===== src/rtl/mux_scan_if.sv =====
`default_nettype none
// ============================================================================
// Module      : mux_scan_if
// Description : Bundle of signals between the scan sequencer and its user / mux.
//               The sequencer (slave side) receives start, scan_mask and the mux
//               out line, and drives the mux select lines and the scan result.
//   start      - scan request
//   scan_mask  - channel enables, bit i = mux in<i>
//   mux_out    - mux out line
//   address0/1 - mux select lines
//   sample     - captured result, bit i = channel i
//   valid      - one-cycle pulse when sample holds a new result
//   busy       - scan in progress
// Revision    : 1.0 - initial release
// ============================================================================
interface mux_scan_if;
  logic       start;
  logic [3:0] scan_mask;
  logic       mux_out;
  logic       address0;
  logic       address1;
  logic [3:0] sample;
  logic       valid;
  logic       busy;

  modport master (
    output start, scan_mask, mux_out,
    input  address0, address1, sample, valid, busy
  );

  modport slave (
    input  start, scan_mask, mux_out,
    output address0, address1, sample, valid, busy
  );
endinterface
`default_nettype wire


===== src/rtl/mux_scan_controller.sv =====
`default_nettype none
// ============================================================================
// Module      : mux_scan_controller
// Description : Walks the enabled channels of a 4:1 mux in ascending order,
//               holding each select address for SETTLE_CYCLES clocks before
//               capturing the mux output, then presents the 4-bit result with
//               a one-cycle valid pulse.
//   clk   - rising-edge clock
//   reset - synchronous, active-high reset
//   bus   - mux_scan_if.slave (start/scan_mask/mux_out in; address0/address1/
//           sample/valid/busy out)
// Revision    : 1.0 - initial release
// ============================================================================
module mux_scan_controller #(
  parameter int SETTLE_CYCLES = 3   // legal range 1..15
) (
  input  wire logic   clk,
  input  wire logic   reset,
  mux_scan_if.slave   bus
);

  localparam logic [1:0] ST_IDLE   = 2'd0;
  localparam logic [1:0] ST_SETTLE = 2'd1;
  localparam logic [1:0] ST_DONE   = 2'd2;

  // Counter value on the edge that performs the capture.
  localparam logic [3:0] c_lastCount = 4'(SETTLE_CYCLES - 1);

  logic [1:0] r_state;
  logic [3:0] r_mask;
  logic [3:0] r_shadow;
  logic [3:0] r_sample;
  logic [1:0] r_addr;
  logic [3:0] r_count;

  logic [1:0] w_firstChan;
  logic [1:0] w_nextChan;
  logic       w_hasNext;
  logic [3:0] w_shadowNext;

  // Lowest enabled channel of the incoming mask (used on the accept edge,
  // before the mask has been latched).
  always_comb begin
    w_firstChan = 2'd0;
    for (int i = 3; i >= 0; i--) begin
      if (bus.scan_mask[i]) w_firstChan = 2'(i);
    end
  end

  // Lowest enabled channel strictly above the current address; disabled
  // channels are skipped so they cost no settle time.
  always_comb begin
    w_hasNext  = 1'b0;
    w_nextChan = 2'd0;
    for (int i = 3; i >= 0; i--) begin
      if (r_mask[i] && (i > int'(r_addr))) begin
        w_hasNext  = 1'b1;
        w_nextChan = 2'(i);
      end
    end
  end

  // Shadow including the capture happening on this edge, so the final
  // channel lands in sample on the same edge it is captured.
  always_comb begin
    w_shadowNext         = r_shadow;
    w_shadowNext[r_addr] = bus.mux_out;
  end

  always_ff @(posedge clk) begin
    if (reset) begin
      r_state  <= ST_IDLE;
      r_mask   <= 4'd0;
      r_shadow <= 4'd0;
      r_sample <= 4'd0;
      r_addr   <= 2'd0;
      r_count  <= 4'd0;
    end else begin
      case (r_state)
        ST_IDLE: begin
          if (bus.start) begin
            r_mask   <= bus.scan_mask;
            r_shadow <= 4'd0;
            if (bus.scan_mask != 4'd0) begin
              r_addr  <= w_firstChan;
              r_count <= 4'd0;
              r_state <= ST_SETTLE;
            end else begin
              // Address lines deliberately left on the last scanned channel.
              r_sample <= 4'd0;
              r_state  <= ST_DONE;
            end
          end
        end
        ST_SETTLE: begin
          if (r_count == c_lastCount) begin
            r_shadow <= w_shadowNext;
            if (w_hasNext) begin
              r_addr  <= w_nextChan;
              r_count <= 4'd0;
            end else begin
              r_sample <= w_shadowNext;
              r_state  <= ST_DONE;
            end
          end else begin
            r_count <= r_count + 4'd1;
          end
        end
        ST_DONE: begin
          r_state <= ST_IDLE;
        end
        default: begin
          r_state <= ST_IDLE;
        end
      endcase
    end
  end

  assign bus.address0 = r_addr[0];
  assign bus.address1 = r_addr[1];
  assign bus.sample   = r_sample;
  assign bus.valid    = (r_state == ST_DONE);
  assign bus.busy     = (r_state != ST_IDLE);

endmodule
`default_nettype wire


===== src/flat_wrapper.sv =====
// flat-port wrapper written by rule: the top's interface ports become plain ports
module mux_scan_controller_flat 
#(
  parameter int SETTLE_CYCLES = 3                       
)
  (clk, reset, bus_start, bus_scan_mask, bus_mux_out, bus_address0, bus_address1, bus_sample, bus_valid, bus_busy);
  mux_scan_if bus_i ();
  input  wire logic clk;
  input  wire logic reset;
  input wire logic [$bits(bus_i.start)-1:0] bus_start;
  input wire logic [$bits(bus_i.scan_mask)-1:0] bus_scan_mask;
  input wire logic [$bits(bus_i.mux_out)-1:0] bus_mux_out;
  output wire logic [$bits(bus_i.address0)-1:0] bus_address0;
  output wire logic [$bits(bus_i.address1)-1:0] bus_address1;
  output wire logic [$bits(bus_i.sample)-1:0] bus_sample;
  output wire logic [$bits(bus_i.valid)-1:0] bus_valid;
  output wire logic [$bits(bus_i.busy)-1:0] bus_busy;
  assign bus_i.start = bus_start;
  assign bus_i.scan_mask = bus_scan_mask;
  assign bus_i.mux_out = bus_mux_out;
  assign bus_address0 = bus_i.address0;
  assign bus_address1 = bus_i.address1;
  assign bus_sample = bus_i.sample;
  assign bus_valid = bus_i.valid;
  assign bus_busy = bus_i.busy;
  mux_scan_controller #(.SETTLE_CYCLES(SETTLE_CYCLES)) u_core (.clk(clk), .reset(reset), .bus(bus_i));
endmodule

===== config.mk =====
export PLATFORM = sky130hd
export DESIGN_NAME = mux_scan_controller_flat
export DESIGN_NICKNAME = d
export VERILOG_FILES = /design/src/rtl/mux_scan_if.sv /design/src/rtl/mux_scan_controller.sv /design/src/flat_wrapper.sv
export SDC_FILE = /design/constraint.sdc
export NUM_CORES = 1
export LEC_CHECK = 0
export BUFFER_PORTS_ARGS = -buffer_cell sky130_fd_sc_hd__buf_2
export CAP_MARGIN = 20
export CORE_MARGIN = 4
export CORE_UTILIZATION = 35
export CTS_BUF_LIST = sky130_fd_sc_hd__clkbuf_8
export CTS_CLUSTER_DIAMETER = 150
export DETAILED_ROUTE_END_ITERATION = 8
export HOLD_SLACK_MARGIN = 0.08
export SYNTH_ARGS = -nofsm -noshare
export SYNTH_HDL_FRONTEND = slang
export SYNTH_SLANG_ARGS = --single-unit
export TNS_END_PERCENT = 100

===== constraint.sdc =====
create_clock -name clk -period 1.8 [get_ports clk]
set_input_delay 0.27 -clock clk [delete_from_list [all_inputs] [get_ports clk]]
set_output_delay 0.27 -clock clk [all_outputs]
set_load 0.05 [all_outputs]

==> impl_metrics.tcl <==
set metrics [dict create \
    final_util_pct 43.1 \
    clk_path_buf_depth 2 \
    first_global_vias 899 \
    ff2ff_path_depth 5 \
    gp_congestion 0.753 \
    synth_cell_types 40 \
    wire_per_inst_um 12.9 \
    synth.yosys.seq_area_share_pct 35.1 \
    synth_top_area_cell "dfxtp_1" \
    cts_tree "done" \
    avgSynthCellArea_um2 8.60 \
    status "finished clean" \
    timing.rr.start "u_core.r_addr[1]$_SDFFE_PP0P_" \
    synth-async-reset-ratio_pct 0 \
    maxCapViolations 0 \
    end_kind "output pin" \
    vias_per_cell 5.36 \
    relSlewSlack_pct 72.4 \
    crit_chain "or2_2 > buf_2" \
    synth_edf_count 0 \
    critPathMaxFanout 11 \
    clk_pin_slew_ns 0.07 \
    whs_ns 0.304 \
    endpoint "bus_busy" \
    clkSinkCount 19 \
    clockRootBuffer "clkbuf_8" \
    finalSetupTns_ns 0 \
    cts_max_level 1 \
    synth_ff_type "dfxtp_1" \
    crit_path_start_kind "flop" \
    grt_use_met2_pct 19.9 \
    nets 153 \
    ctsHoldBuffers 0 \
    wirelength_um 2230 \
    finClkSkew_ns 0.00139 \
    coreArea_mm2 0.00285 \
    crit_arrival_ns 1.31 \
    leakagePower_nw 0.539 \
    synth_common_cells "dfxtp_1 (19), nor2_1 (17), a21oi_1 (12), nand2_1 (11), mux2i_1 (9)" \
    grt_pass1_wl_um 3890 \
    grt_use_met1_pct 14.3 \
    yosysWarnings 0 \
    hp-start "bus_scan_mask[3]" \
    area_growth_pct 13.4 \
    cp_slowest_cell "dfxtp_1" \
    vias 927 \
    clk_latency_ns 0.25 \
    fillers 296 \
    gr-total-overflow 0 \
    ff2ff_setup_slack_ns 0.23 \
    fmax_ghz 0.634 \
    finalPower_mw 0.914 \
    drc 0 \
    grt_max_degree 16 \
    hold_path.class "input pin to flop" \
    placed_cells_incl_taps 169 \
    num_antenna_cells 0 \
    syn-num-nets 136 \
    setup_viol 0 \
    synth_area_leaders "dfxtp_1 (35%), mux2i_1 (8.3%), nor2_1 (5.9%)" \
    io_buffers 15 \
    path_class "flop to output pin" \
    antenna_found_initial 0 \
    dp_hpwl_um 1670 \
    cpPeakStageDelay_ns 0.57 \
    numCtsBuffers 3 \
    rows 19 \
    io_pins 16 \
    synth_top_area_share_pct 35.1 \
    fp.dieArea_mm2 0.00405 \
    grt_use_total_pct 11.8 \
    powerDensity_mw_per_mm2 744 \
    rsz0062_at_grt "false" \
    max-vdd-ir-drop_mv 0.215 \
    hold_viol 0 \
    period_share_pct 87.7 \
    yosysMostFrequentCell "dfxtp_1" \
    die_y_um 63.6 \
    die_x_um 63.6 \
    syn_inst 126 \
    top_usage_layer "met2" \
    cts_resized 0 \
    cp-startpoint "u_core.r_state[1]$_SDFFE_PP0P_" \
    synth.cell_area_mm2 0.00108 \
    period_minus_slack_ns 1.58 \
    drt_iter0_markers 26 \
    initial_core_util_pct 38.0 \
    instances_no_fill 173 \
    drive_above_1_share_pct 21.8 \
    cts_setup_buffers 0 \
    worstReg2RegEnd "u_core.r_addr[0]$_SDFFE_PP0P_" \
    crit_required_ns 1.53 \
    yosys_register_bits 19 \
    worst_slew_pin_slew_ns 0.413 \
    drv_slew 0 \
    drt_pass1_iterations 3 \
    use_met3_pct 3.02 \
    drtAntennaViolNets 0 \
]
-- kinds of logic after synthesis --
group           count (synthesis)  share of synthesized area (%)
compound gates                 30                           21.0
fa+ha+maj                       2                           2.31
flops                          19                           35.1
simple gates                   56                           28.2
mux                             9                           8.31
buf+inv                        10                           5.08
-- stage by stage --
step | worst slack [ns] | cell area (um^2)
2_1_floorplan | 0.0821 | 1080
3_3_place_gp | 0.194 | 1180
3_5_place_dp | 0.157 | 1180
4_1_cts | 0.218 | 1230
5_1_grt | 0.113 | 1230
6_report | 0.222 | 1230
-- critical path, delay by kind of cell (launching register included) --
family	cells	cell delay (ns)
buf+inv	1	0.26
flops	1	0.57
simple gates	1	0.22
-- placed cells by master (no fill, tap or decap), drive strengths merged --
cell and instances:
nor2b 5, and2b 1, nor4 2, a21bo 1, dfxtp 19, o21ai 4, nand2b 3, nand4bb 1
nor4b 1, nand2 11, buf 19, mux2i 9, or4 1, ha 2, a311o 1, inv 3
nand3b 1, o211ai 1, nand3 2, nor2 18, and3 1, o31ai 1, a41o 4, nor3 4
a221o 1, o21bai 3, or2 1, a21oi 14, and4 1, nor3b 1, clkbuf 3, clkinv 1
or3b 1, nand4 1
-- metal layers --
metal  vias to the layer above  routed length, um
met1                       431               1080
li1                        482                  -
met5                         -                  0
met3                         2                103
met4                         0                 18
met2                        12               1030
-- area by class of cell --
cell class,instances,area (um^2),area share (%)
Clock buffer,3,41.3,3.36
Clock inverter,1,3.75,0.305
Inverter,3,11.3,0.916
Multi-Input combinational cell,97,648,52.7
Sequential cell,19,380,31.0
Tap cell,31,38.8,3.16
Timing Repair Buffer,19,105,8.55
-- sequential cells by signal (all words and copies together), names as in the netlist --
register	count
u_core.r_addr	2
u_core.bus.sample	4
u_core.r_shadow	4
u_core.r_count	4
u_core.r_state	2
u_core.r_mask	3
-- power by group --
group	switching (mW)	internal [mW]
combinational	0.105	0.0690
sequential	0.0220	0.435
clock	0.132	0.151
total	0.259	0.655
-- worst min path at each step --
stage	end	slack [ns]	cells after the start
floorplan	u_core.r_state[1]$_SDFFE_PP0P_	0.35	1
global placement	u_core.r_count[1]$_SDFFE_PP0P_	0.47	2
finish	u_core.r_mask[3]$_SDFFE_PP0P_	0.30	3
detailed placement	u_core.r_shadow[0]$_SDFFE_PP0P_	0.48	2
global route	u_core.r_mask[3]$_SDFFE_PP0P_	0.35	3
CTS	u_core.r_mask[3]$_SDFFE_PP0P_	0.30	3
No activity file was read; power rests on OpenSTA's default activity.
